==> config.mk <==
export PLATFORM = sky130hd
export DESIGN_NAME = hilo_mult_unit_flat
export DESIGN_NICKNAME = d
export VERILOG_FILES = /design/src/rtl/hilo_mult_unit_if.sv /design/src/rtl/hilo_mult_unit.sv /design/src/flat_wrapper.sv
export SDC_FILE = /design/constraint.sdc
export NUM_CORES = 1
export LEC_CHECK = 0
export ABC_AREA = 1
export ABC_CLOCK_PERIOD_IN_PS = 5400
export CORE_UTILIZATION = 45
export CTS_BUF_LIST = sky130_fd_sc_hd__clkbuf_4
export DETAILED_ROUTE_END_ITERATION = 8
export PLACE_DENSITY = 0.66
export SLEW_MARGIN = 10
export SYNTH_ARGS = -nofsm -noshare
export SYNTH_HDL_FRONTEND = slang
export SYNTH_SLANG_ARGS = --single-unit
export TNS_END_PERCENT = 1
==> constraint.sdc <==
create_clock -name Clk -period 5.4 [get_ports Clk]
set_clock_uncertainty 0.1 [all_clocks]
set_input_delay 1.08 -clock Clk [delete_from_list [all_inputs] [get_ports Clk]]
set_output_delay 1.08 -clock Clk [all_outputs]
set_load 0.02 [all_outputs]
==> src/rtl/hilo_mult_unit_if.sv <==
// hilo_mult_unit_if: decoder-to-HI/LO-unit request and result bundle
interface hilo_mult_unit_if #(parameter int WIDTH = 32);
  logic             HiLoWrite;
  logic [4:0]       ALUCtl;
  logic [WIDTH-1:0] A;
  logic [WIDTH-1:0] B;
  logic             Busy;
  logic             Done;
  logic [WIDTH-1:0] HiOut;
  logic [WIDTH-1:0] LoOut;
  logic [WIDTH-1:0] MulResult;
  modport master (output HiLoWrite, ALUCtl, A, B, input Busy, Done, HiOut, LoOut, MulResult);
  modport slave (input HiLoWrite, ALUCtl, A, B, output Busy, Done, HiOut, LoOut, MulResult);
endinterface

==> src/rtl/hilo_mult_unit.sv <==
// hilo_mult_unit: HI/LO registers with a sign-magnitude shift-add multiplier
module hilo_mult_unit #(parameter int WIDTH = 32) (
  input logic Clk,
  input logic Reset,
  hilo_mult_unit_if.slave bus
);
  localparam int CW = $clog2(WIDTH + 1);
  localparam logic [4:0] OP_MULT = 5'b00101;
  localparam logic [4:0] OP_MADD = 5'b01100;
  localparam logic [4:0] OP_MSUB = 5'b01101;
  localparam logic [4:0] OP_MUL  = 5'b11000;
  localparam logic [4:0] OP_MTHI = 5'b10001;
  localparam logic [4:0] OP_MTLO = 5'b10011;
  typedef enum logic [1:0] {IDLE, RUN, FIN} state_t;
  state_t             state_q, state_d;
  logic [WIDTH-1:0]   hi_q, hi_d, lo_q, lo_d, mul_q, mul_d, mplr_q, mplr_d;
  logic [2*WIDTH-1:0] mcand_q, mcand_d, prod_q, prod_d;
  logic [CW-1:0]      cnt_q, cnt_d;
  logic [4:0]         op_q, op_d;
  logic               sign_q, sign_d, done_q, done_d;
  logic               accept, start, last;
  logic [WIDTH-1:0]   a_mag, b_mag;
  logic [2*WIDTH-1:0] p, hilo, acc;
  always_ff @(posedge Clk) begin
    if (Reset) begin
      state_q <= IDLE;
      hi_q    <= '0;
      lo_q    <= '0;
      mul_q   <= '0;
      mplr_q  <= '0;
      mcand_q <= '0;
      prod_q  <= '0;
      cnt_q   <= '0;
      op_q    <= '0;
      sign_q  <= 1'b0;
      done_q  <= 1'b0;
    end else begin
      state_q <= state_d;
      hi_q    <= hi_d;
      lo_q    <= lo_d;
      mul_q   <= mul_d;
      mplr_q  <= mplr_d;
      mcand_q <= mcand_d;
      prod_q  <= prod_d;
      cnt_q   <= cnt_d;
      op_q    <= op_d;
      sign_q  <= sign_d;
      done_q  <= done_d;
    end
  end
  always_comb begin
    accept = bus.HiLoWrite && state_q == IDLE;
    start = accept && (bus.ALUCtl == OP_MULT || bus.ALUCtl == OP_MADD ||
                       bus.ALUCtl == OP_MSUB || bus.ALUCtl == OP_MUL);
    last = cnt_q == CW'(WIDTH - 1);
    state_d = (state_q == IDLE && start) ? RUN :
              (state_q == RUN && last)   ? FIN :
              (state_q == FIN)           ? IDLE : state_q;
  end
  // Multiply on magnitudes, then restore the sign once at commit time
  always_comb begin
    a_mag = bus.A[WIDTH-1] ? -bus.A : bus.A;
    b_mag = bus.B[WIDTH-1] ? -bus.B : bus.B;
    p = sign_q ? -prod_q : prod_q;
    hilo = {hi_q, lo_q};
    acc = op_q == OP_MADD ? hilo + p : op_q == OP_MSUB ? hilo - p : p;
    hi_d = (accept && bus.ALUCtl == OP_MTHI) ? bus.A : hi_q;
    lo_d = (accept && bus.ALUCtl == OP_MTLO) ? bus.A : lo_q;
    mul_d = mul_q;
    mcand_d = mcand_q;
    mplr_d = mplr_q;
    prod_d = prod_q;
    cnt_d = cnt_q;
    op_d = op_q;
    sign_d = sign_q;
    done_d = state_q == FIN;
    if (start) begin
      mcand_d = {{WIDTH{1'b0}}, a_mag};
      mplr_d = b_mag;
      prod_d = '0;
      cnt_d = '0;
      op_d = bus.ALUCtl;
      sign_d = bus.A[WIDTH-1] ^ bus.B[WIDTH-1];
    end
    if (state_q == RUN) begin
      prod_d = prod_q + (mplr_q[0] ? mcand_q : '0);
      mcand_d = mcand_q << 1;
      mplr_d = mplr_q >> 1;
      cnt_d = cnt_q + 1'b1;
    end
    if (state_q == FIN) begin
      if (op_q == OP_MUL) mul_d = p[WIDTH-1:0];
      else {hi_d, lo_d} = acc;
    end
  end
  always_comb begin
    bus.Busy = state_q == RUN || state_q == FIN;
    bus.Done = done_q;
    bus.HiOut = hi_q;
    bus.LoOut = lo_q;
    bus.MulResult = mul_q;
  end
endmodule

==> src/flat_wrapper.sv <==
// flat-port wrapper written by rule: the top's interface ports become plain ports
module hilo_mult_unit_flat 
#(parameter int WIDTH = 32)
  (Clk, Reset, bus_HiLoWrite, bus_ALUCtl, bus_A, bus_B, bus_Busy, bus_Done, bus_HiOut, bus_LoOut, bus_MulResult);
  hilo_mult_unit_if #(.WIDTH(WIDTH)) bus_i ();
  input logic Clk;
  input logic Reset;
  input wire logic [$bits(bus_i.HiLoWrite)-1:0] bus_HiLoWrite;
  input wire logic [$bits(bus_i.ALUCtl)-1:0] bus_ALUCtl;
  input wire logic [$bits(bus_i.A)-1:0] bus_A;
  input wire logic [$bits(bus_i.B)-1:0] bus_B;
  output wire logic [$bits(bus_i.Busy)-1:0] bus_Busy;
  output wire logic [$bits(bus_i.Done)-1:0] bus_Done;
  output wire logic [$bits(bus_i.HiOut)-1:0] bus_HiOut;
  output wire logic [$bits(bus_i.LoOut)-1:0] bus_LoOut;
  output wire logic [$bits(bus_i.MulResult)-1:0] bus_MulResult;
  assign bus_i.HiLoWrite = bus_HiLoWrite;
  assign bus_i.ALUCtl = bus_ALUCtl;
  assign bus_i.A = bus_A;
  assign bus_i.B = bus_B;
  assign bus_Busy = bus_i.Busy;
  assign bus_Done = bus_i.Done;
  assign bus_HiOut = bus_i.HiOut;
  assign bus_LoOut = bus_i.LoOut;
  assign bus_MulResult = bus_i.MulResult;
  hilo_mult_unit #(.WIDTH(WIDTH)) u_core (.Clk(Clk), .Reset(Reset), .bus(bus_i));
endmodule
# Yosys cells after proc, flatten, opt, wreduce, memory -nomap -nowiden
# Cells that the tools add are included.
op_classes:
  add_sub_neg: 7
  mul: 0
  n_div: 0
  order_cmp: 0
  n_eq_ne: 12
  n_shift: 0
  muxes: 23
  bitwise: 1
  n_reduce_logical: 17
op_table:
  columns: ["operator", "n"]
  rows:
  - ["64-bit two-way mux", 8]
  - ["32-bit two-way mux", 8]
  - ["64-bit adder", 2]
  - ["32-bit negation", 2]
  - ["64-bit negation", 1]
  - ["64-bit subtractor", 1]
  - ["31-bit two-way mux", 2]
  - ["5-bit by 4-bit == test with 1-bit output, second input constant", 4]
  - ["5-bit == test, second input constant", 4]
  - ["6-bit two-way mux", 2]
  - ["6-bit by 1-bit adder with 6-bit output, second input constant", 1]
  - ["6-bit by 5-bit == test with 1-bit output, second input constant", 1]
  - ["1-bit logical AND", 6]
  - ["5-bit by 3-bit == test with 1-bit output, second input constant", 1]
  - ["1-bit logical OR", 4]
  - ["2-bit two-way mux", 2]
  - ["2-bit nonzero test", 2]
  - ["2-bit OR reduction", 2]
  - ["3-bit nonzero test", 1]
  - ["2-bit by 1-bit == test with 1-bit output, second input constant", 1]
  - ["2-bit == test, second input constant", 1]
  - ["2-bit logical NOT", 1]
  - ["2-bit AND reduction", 1]
  - ["1-bit two-way mux", 1]
  - ["1-bit XOR", 1]
word_totals:
  register_bits: 271
  latchBits: 0
  mem_bits_rw: 0
  rom_bits: 0
  output_inout_bits: 98
  elab_cells: 74
  mem_count: 0

# Logic depth before layout (Yosys ltp)
# Gate-level depths: netlist of run 1.
logic_depth:
  ltp_word: 7
  depth_mapped: 33
  mapped_depth_nobuf: 32

# Least setup slack after synthesis of run 1
# OpenSTA, ideal clock, no wires.
synth_path:
  path_kind: "flip-flop to flip-flop"
  from: "register u_core.prod_q[0]"
  to: "register u_core.hi_q[29] (netlist: u_core.bus.HiOut[29])"
  setup_time_ps: 114
  arrival_ps: 3295
  required_ps: 5186
  slack_ps: 1891
  stages_incl_launch_ff: 24
  path_buffers: 1
  synth_period_minus_slack_ps: 3509
  cell_sequence: "dfxtp_1 inv_2 ha_1 nand3_2 nor2_4 nand3_2 nand3b_1 o21ai_1 xor2_1 ha_1 buf_2 a21oi_1 inv_1 a31oi_1 o21ai_0 a31oi_1 nand3_1 a21o_1 nand2_1 nand3_1 nand3_1 nand2_1 a21oi_1 nor2_1"
synth_via:
  elab_chain_len: 7
  word_cells_on_any_way: 8
synth_lines:
  columns: ["element", "line", "source"]
  rows:
  - ["start: declaration", "hilo_mult_unit.sv:17", "logic [2*WIDTH-1:0] mcand_q, mcand_d, prod_q, prod_d;"]
  - ["start signal: assignment", "hilo_mult_unit.sv:44", "prod_q <= prod_d;"]
  - ["64-bit negation", "hilo_mult_unit.sv:64", "p = sign_q ? -prod_q : prod_q;"]
  - ["64-bit two-way mux *", "hilo_mult_unit.sv:64", null]
  - ["64-bit subtractor", "hilo_mult_unit.sv:66", "acc = op_q == OP_MADD ? hilo + p : op_q == OP_MSUB ? hilo - p : p;"]
  - ["64-bit two-way mux", "hilo_mult_unit.sv:66", null]
  - ["64-bit two-way mux *", "hilo_mult_unit.sv:66", null]
  - ["32-bit two-way mux *", "hilo_mult_unit.sv:92", "if (op_q == OP_MUL) mul_d = p[WIDTH-1:0];"]
  - ["32-bit two-way mux *", "hilo_mult_unit.sv:91", "if (state_q == FIN) begin"]
  - ["end signal: assignment", "hilo_mult_unit.sv:39", "hi_q <= hi_d;"]
  - ["end: declaration", "hilo_mult_unit.sv:16", "logic [WIDTH-1:0] hi_q, hi_d, lo_q, lo_d, mul_q, mul_d, mplr_q, mplr_d;"]
# Mark *: on every way between the ends. The rest lies on a longest branch, timed or not.
# A chain may end at the register's enable or synchronous reset.

# Worst setup path after layout of run 1
layout_path:
  from: "register u_core.prod_q[0]"
  to: "register u_core.hi_q[30] (netlist: u_core.bus.HiOut[30])"
# Same word-level chain as after synthesis.

==> summary.txt, run 1 <==
Clock tree
  – Clk_lat worst skew: 0.86 ns
  – Post-CTS resize count: 0
  – TritonCTS Buffers: 86
  – Clock Tree Root: clkbuf_4
  – CTS sink count: 271
  – CTS tree: done
  – Clock Pin Slew Worst Setup and Hold Paths: 0.07 ns
  – Post CTS Setup Buffer Count: 0
  – CTS H-Tree Depth: 3
  – CTS Hold Bufs: 0
  – CTS Buffer Depth: 3

Floorplanning
  – Die area: 64300 um2
  – Die span in x: 253 um
  – Top-Level Pins: 170
  – Num rows: 91
  – Chip height: 253 um
  – Initial Util: 0.459
  – Core Region: 62100 um2

Setup path
  – R2r endpoint: u_core.bus.HiOut[30]$_SDFF_PP0_
  – Worst EP arrival: 5.54 ns
  – FF-to-FF path depth: 24
  – Worst flop-to-flop path startpoint: u_core.prod_q[0]$_SDFFE_PP0P_
  – Req. time, crit path: 6.01 ns
  – CP Capture Type: register
  – Setup Crit Path Kind: reg2reg
  – Startpoint types: register
  – Worst R2R Setup Slack: 0.47 ns
  – Critical path peak fanout: 9

Synthesis
  – Async S/R FF share, synth: 0
  – Syn_nets: 5174
  – Post-synth top area share: 0.191
  – Yosys warning count: 0
  – Syn Inst Count: 4911
  – Top_reg_cell synth: dfxtp_1
  – XOR/XNOR share of the synthesized area: 0.0310
  – Ranking of synthesized cells by area: dfxtp_1 19%, nand2_1 16%, inv_1 9.4%
  – Number of synthesized flops with an enable pin: 0
  – Most instantiated cells after synthesis: 1189 x nand2_1, 716 x inv_1, 526 x a21oi_1
  – Mux contribution to synthesized area: 0
  – Synth Area in Compound Gates: 0.240
  – Largest family of logic cells by synthesized area: simple AND/OR/NAND/NOR gates
  – Adder-Cell Fraction of Synth Area: 0.0848
  – Yosys cell types: 68
  – Most frequent cell after synthesis: nand2_1
  – Synthesized area per cell: 5.80 um2
  – Yosys reg bits: 271
  – Synth Area in Simple Gates: 0.327
  – Seq/Total Area, Yosys: 0.191
  – Post-Syn Area: 28500 um2
  – Yosys top cell by area: dfxtp_1

GRT
  – Global routing's busiest layer: met2
  – Met1 usage: 0.499
  – Vias in the first global route: 30.4k
  – First-pass GRT wire length: 177 mm
  – Met2 Usage GRT: 0.527
  – GRT Resource Usage Total: 0.361
  – Largest net degree at the start of global routing: 131
  – Antenna violations before repair: 1
  – GRT Residual Overflow: 0
  – Met3 Track Usage GR: 0.0826

Route
  – WL per Instance: 20.1 um
  – Routed WL: 119 mm
  – DRT iter0 DRCs: 3649
  – Via count: 33.5k
  – ANT nets after route: 0
  – DRC viols: 1
  – DR pass1 iterations: 9
  – Drt via density: 5.67

Finish
  – Utilization after layout: 0.512
  – Fraction of layout instances using a drive strength above 1: 0.0671
  – Layout area overhead: 11.5%
  – Fin nets: 5272
  – Post-route cell area: 31700 um2

STA
  – Hold Fails Final Rpt: 0
  – Fmax: 203 MHz
  – Final Critical Period: 4.93 ns
  – Unrepaired setup endpoints after global routing: no
  – Worst rel slew slack: 0.292
  – Final Max Slew Viols: 0
  – Final setup viols: 0
  – Post-route clock period utilization: 0.913
  – Worst-margin pin slew: 1.06 ns
  – Final TNS setup: 0 ns
  – Setup WS post-layout: 0.469 ns

Min path
  – Hold EP: u_core.op_q[1]$_SDFFE_PP0P_
  – Hold path startpoint: u_core.op_q[1]$_SDFFE_PP0P_
  – Hold WC Path Type: reg2reg
  – Min-Delay Path Depth: 2

Power and ir drop
  – Reg power frac: 0.418
  – P_int: 3.27 mW
  – PD cells: 154 nW/um2
  – Comb power frac: 0.153
  – Switch share: 0.331
  – Overall Power: 4.89 mW
  – Max IR drop VDD: 0.157 mV
  – Clk pwr share: 0.429
  – Lkg Pwr: 15.5 nW
  – Switching power: 1.62 mW

Outcome
  – Outcome: finished, violations left
  – Failing checks: DRC

Run
  – Max-cap viol count: 0

Placed design
  – DP HPWL: 94.2 mm
  – Placement Cell Area: 30700 um2
  – Port Buffers: 169
  – Pre-CTS setup slack: 0.677 ns
  – GP Congestion: 1.06
[final cells by class]
class / instances / area (um2)
antenna: 1 / 2.50
clock inverter: 29 / 124
tap: 837 / 1050
multi-input combinational: 3700 / 19500
clock buffer: 120 / 901
inverter: 750 / 2820
sequential: 271 / 5430
timing repair buffer: 200 / 1950
fill: 6716 / 30300
[power groups by stage]
stage | Sequential (mW) | Combinational (mW) | Clock [mW]
6_report | 2.04 | 0.747 | 2.10
5_1_grt | 2.05 | 0.802 | 2.25
4_1_cts | 2.04 | 0.726 | 2.14
3_5_place_dp | 2.09 | 0.722 | 0
3_3_place_gp | 2.09 | 0.721 | 0
2_1_floorplan | 2.08 | 0.443 | 0
[flip-flops by register name, indices dropped and copies added (netlist names)]
| name | flops |
|---|---|
| u_core.bus.MulResult | 32 |
| u_core.bus.Done | 1 |
| u_core.mcand_q | 64 |
| u_core.cnt_q | 6 |
| u_core.bus.LoOut | 32 |
| u_core.state_q | 2 |
| u_core.mplr_q | 32 |
| u_core.op_q | 5 |
| u_core.prod_q | 64 |
| u_core.sign_q | 1 |
| u_core.bus.HiOut | 32 |
[kinds of logic (layout without fill, tap and decap cells)]
| logic type | count (synthesis) | after routing |
|---|---|---|
| buffers and inverters | 940 | 1099 |
| flip-flops | 271 | 271 |
| XOR/XNOR | 100 | 100 |
| AO/OA/AOI/OAI | 1222 | 1222 |
| AND/OR/NAND/NOR | 2187 | 2187 |
| adder cells (fa/ha/maj) | 191 | 191 |
| other | 0 | 1 |
[cells in the final DEF, fill, tap and decap left out, drive strengths merged, types with 28 or more instances in the layout]
master / instances
o21ai: 383
clkbuf: 120
nand2: 1228
inv: 752
nor3: 56
dfxtp: 271
nor2: 524
a21oi: 538
buf: 32
nand3: 266
nand4: 43
a21o: 28
clkdlybuf4s50: 168
ha: 188
o211ai: 55
xor2: 84
a31oi: 128
[worst max-delay path, stage by stage, from the launching register on]
cell and delay, ns:
dfxtp_1 0.38, inv_2 0.11, ha_1 0.18, nand3_2 0.15, nor2_4 0.23, nand3_2 0.14, nand3b_1 0.28, o21ai_1 0.25
xor2_1 0.45, ha_1 0.42, nand2_1 0.14, nor2_1 0.22, inv_1 0.15, nor4_1 0.44, nand3_1 0.13, nand3_1 0.23
nand2_1 0.11, o211ai_2 0.12, nand2_1 0.13, nand3_1 0.09, nand2_1 0.05, nand3_1 0.07, nand2_1 0.06, inv_1 0.09
a21oi_2 0.05
[per-layer routing]
layer,part of all wire,up-vias
met1,0.43,15300
met3,0.11,231
met4,0.045,0
li1,-,16300
met5,0,-
met2,0.41,1632
[how the worst max path moves through the flow]
stage	start	to	slack, ns	cells past startpoint
floorplan	u_core.prod_q[0]$_SDFFE_PP0P_	u_core.bus.HiOut[29]$_SDFF_PP0_	1.89	23
global placement	u_core.prod_q[0]$_SDFFE_PP0P_	u_core.bus.HiOut[27]$_SDFF_PP0_	0.70	21
detailed placement	u_core.prod_q[0]$_SDFFE_PP0P_	u_core.bus.HiOut[30]$_SDFF_PP0_	0.68	24
CTS	u_core.prod_q[0]$_SDFFE_PP0P_	u_core.bus.HiOut[30]$_SDFF_PP0_	0.61	24
global route	u_core.prod_q[0]$_SDFFE_PP0P_	u_core.bus.HiOut[31]$_SDFF_PP0_	0.25	25
finish	u_core.prod_q[0]$_SDFFE_PP0P_	u_core.bus.HiOut[30]$_SDFF_PP0_	0.47	24
[per-stage QoR]
step / instances / hold WS (ns)
after detailed placement: 5758 / 0.345
after global routing: 5908 / 0.382
after CTS: 5907 / 0.357
after global placement: 5758 / 0.344
after floorplan: 4911 / 0.322
final: 5908 / 0.356
No activity file was read; power rests on OpenSTA's default activity.
==> run 2: changes to the inputs <==
--- a/config.mk
+++ b/config.mk
@@ -5,11 +5,11 @@
 export SDC_FILE = /design/constraint.sdc
 export NUM_CORES = 1
 export LEC_CHECK = 0
-export ABC_AREA = 1
 export ABC_CLOCK_PERIOD_IN_PS = 5400
 export CORE_UTILIZATION = 45
 export CTS_BUF_LIST = sky130_fd_sc_hd__clkbuf_4
 export DETAILED_ROUTE_END_ITERATION = 8
+export GPL_ROUTABILITY_DRIVEN = 0
 export PLACE_DENSITY = 0.66
 export SLEW_MARGIN = 10
 export SYNTH_ARGS = -nofsm -noshare
==> run 2 against run 1 <==
Compared with the run above:
- count of clock-buffer cells in the layout shrank 12
- the flow finishes with violations (setup timing)
- first-iteration DRC count shrank 4.5%
- sequential power is essentially flat
- wire length shrank 13%
- synthesized cell count shrank 26%
- clock power shrank 8%
==> summary.txt, run 2 <==
Outcome
  – Outcome: finished, violations left
  – Failing checks: setup timing

Route
  – Via count: 30.4k (-9.1%)
  – DR pass1 iterations: 7 (-2)
  – WL per Instance: 20.9 um (+3.6%)
  – Routed WL: 103 mm (-13%)
  – ANT nets after route: 0 (unchanged)
  – DRC viols: 0 (-1)
  – DRT iter0 DRCs: 3485 (-4.5%)
  – Drt via density: 6.15 (+8.5%)

Finish
  – Post-Layout Cell Count: 4947 (-16%)
  – Multi-input logic area: 20200 um2 (+3.7%)
  – Layout area overhead: 28.5%
  – Register area: 5430 um2 (about the same)
  – Post-route cell area: 33600 um2 (+5.9%)
  – Utilization after layout: 0.584 (+0.0720)
  – Commonest non-fill, non-tap cell in the layout: buf_4
  – Fillers: 5410 (-19%)
  – Fin nets: 4385 (-17%)
  – Largest regs: u_core.mcand_q (64), u_core.prod_q (64)
  – Most frequent cells in the layout: 490 x buf_4, 389 x a21oi_1, 379 x nor2_1, 275 x nand2_1, 268 x dfxtp_1
  – Fraction of layout instances using a drive strength above 1: 0.204 (+0.137)

Floorplanning
  – Top-Level Pins: 170 (unchanged)
  – Die span in x: 243 um (-4.1%)
  – Initial Util: 0.454 (-0.00439)
  – Num rows: 88 (-3.3%)
  – Chip height: 243 um (-4.1%)
  – Die area: 59100 um2 (-8.0%)
  – Core Region: 57600 um2 (-7.2%)

Synthesis
  – Syn_nets: 3893 (-25%)
  – Number of synthesized flops with an enable pin: 0 (unchanged)
  – Post-Syn Area: 26200 um2 (-8.1%)
  – Top_reg_cell synth: dfxtp_1
  – Yosys cell types: 88 (+29%)
  – Post-synth top area share: 0.207 (+0.0168)
  – Mux contribution to synthesized area: 0.0212 (+0.0212)
  – Synthesized area per cell: 7.21 um2 (+24%)
  – Largest family of logic cells by synthesized area: compound AO/OA/AOI/OAI gates
  – Synth Area in Simple Gates: 0.223 (-0.104)
  – Yosys warning count: 0 (unchanged)
  – Adder-Cell Fraction of Synth Area: 0.0922 (+0.00746)
  – Ranking of synthesized cells by area: dfxtp_1 21%, ha_1 9.0%, a21oi_1 7.7%
  – XOR/XNOR share of the synthesized area: 0.0689 (+0.0378)
  – Most instantiated cells after synthesis: 401 x a21oi_1, 382 x nor2_1, 280 x nand2_1
  – Syn Inst Count: 3630 (-26%)
  – Synth Area in Compound Gates: 0.328 (+0.0873)
  – Most frequent cell after synthesis: a21oi_1
  – Seq/Total Area, Yosys: 0.207 (+0.0168)
  – Yosys reg bits: 271 (unchanged)
  – Yosys top cell by area: dfxtp_1
  – Async S/R FF share, synth: 0 (unchanged)

Setup path
  – CP max-delay cell: or4_4
  – Crit path top cell by count: buf_4
  – Worst EP arrival: 6.06 ns (+0.52 ns)
  – Startpoint types: register
  – CP Capture Type: register
  – Worst flop-to-flop path startpoint: u_core.prod_q[1]$_SDFFE_PP0P_
  – Setup Crit Path Kind: reg2reg
  – Max incr delay on CP: 0.56 ns (+0.11 ns)
  – Req. time, crit path: 5.95 ns (-0.06 ns)
  – Critical path peak fanout: 4 (-5)
  – Crit path from: u_core.prod_q[1]$_SDFFE_PP0P_
  – Critical path buffers and inverters: 18 (+15)
  – CP delay by family, top: buffers and inverters

Placed design
  – Placement Cell Area: 31500 um2 (+2.5%)
  – DP HPWL: 77.7 mm (-18%)
  – Pre-CTS setup slack: -0.494 ns (-1.17 ns)
  – Port Buffers: 169 (unchanged)
  – Placed insts: 4780 (-17%)

STA
  – Post-route clock period utilization: 1.02 (+0.108)
  – Hold Fails Final Rpt: 0 (unchanged)
  – Final Max Slew Viols: 0 (unchanged)
  – Hold_ws: 0.356 ns (-0.000735 ns)
  – Final Critical Period: 5.52 ns (+0.585 ns)
  – Setup WS post-layout: -0.116 ns (-0.585 ns)
  – Final TNS setup: -0.900 ns (-0.900 ns)
  – Worst-margin pin slew: 1.13 ns (+0.0668 ns)
  – Final setup viols: 16 (+16)
  – Unrepaired setup endpoints after global routing: yes
  – Worst rel slew slack: 0.247 (-0.0445)
  – Fmax: 181 MHz (-11%)

GRT
  – Antenna violations before repair: 5 (+4)
  – GRT Residual Overflow: 0 (unchanged)
  – GRT Resource Usage Total: 0.331 (-0.0300)
  – Largest net degree at the start of global routing: 114 (-13%)
  – First-pass GRT wire length: 155 mm (-13%)
  – Vias in the first global route: 27.3k (-10%)

Power and ir drop
  – Overall Power: 4.77 mW (-2.5%)
  – PD cells: 142 nW/um2 (-7.9%)
  – Lkg Pwr: 14.5 nW (-5.9%)
  – Max IR drop VDD: 0.137 mV (-13%)

Clock tree
  – CTS H-Tree Depth: 3 (unchanged)
  – CTS sink count: 271 (unchanged)
  – CTS Hold Bufs: 0 (unchanged)
  – Clock Pin Slew Worst Setup and Hold Paths: 0.07 ns (about the same)
  – Clk_lat worst skew: 0.86 ns (about the same)
  – CTS tree: done
  – CTS Buffer Depth: 3 (unchanged)
  – Clock Tree Root: clkbuf_4
  – TritonCTS Buffers: 80 (-7.0%)

Run
  – Max-cap viol count: 0 (unchanged)

Min path
  – Hold WC Path Type: reg2reg
  – Hold path startpoint: u_core.mcand_q[51]$_SDFFE_PP0P_
run 2: cell count changes after synthesis, moves of 79 or more:
cell,previous run,this run
a211oi_1,8,149
o21ai_0,352,186
nor2_1,501,382
a31oi_1,128,49
nand3_1,247,81
inv_1,716,155
clkbuf_1,136,230
nand2_1,1189,280
a21oi_1,526,401
run 2: cell type report:
| class | count | share of cell area |
|---|---|---|
| clock buffer | 108 | 0.0241 |
| clock inverter | 31 | 0.00421 |
| antenna | 3 | 0.000223 |
| multi-input combinational | 2945 | 0.601 |
| sequential | 271 | 0.162 |
| timing repair buffer | 666 | 0.163 |
| tap | 765 | 0.0285 |
| inverter | 158 | 0.0176 |
run 2: what timing repair did:
item                                    in CTS  in global routing
pin swaps                                   40                 50
gates resized for setup                     72                122
buffers inserted                            19                  7
endpoints found under the setup margin      32                 39
run 2: power by group:
part | switching (mW) | internal [mW]
registers | 0.0266 | 2.03
logic | 0.451 | 0.329
clock network | 1.01 | 0.933
total | 1.48 | 3.29
run 2: tightest hold or removal path, cell delays in order, from the launching register on:
cell and delay, ns:
dfxtp_1 0.31, nand2_1 0.05, a21oi_1 0.05
run 2: routing by layer:
layer,global-route usage,part of all wire
met5,0,0.00013
met4,0.158,0.050
met3,0.0916,0.12
met2,0.485,0.41
met1,0.443,0.42
run 2: logic make-up (layout without fill, tap and decap cells):
kind of cell | count (synthesis) | after routing
fa+ha+maj | 191 | 191
buf+inv | 414 | 963
simple gates | 1206 | 1206
flops | 271 | 271
xor+xnor | 204 | 204
other cells | 0 | 3
compound gates | 1290 | 1290
mux | 54 | 54
run 2: path summary, 6_finish.rpt:
path                                                   endpoint  slack, ns  depth (start not counted)
worst min register to register  u_core.mcand_q[52]$_SDFFE_PP0P_       0.36                          2
worst max register to register  u_core.bus.HiOut[19]$_SDFF_PP0_      -0.12                         27
worst min-delay path            u_core.mcand_q[52]$_SDFFE_PP0P_       0.36                          2
worst max-delay path            u_core.bus.HiOut[19]$_SDFF_PP0_      -0.12                         27
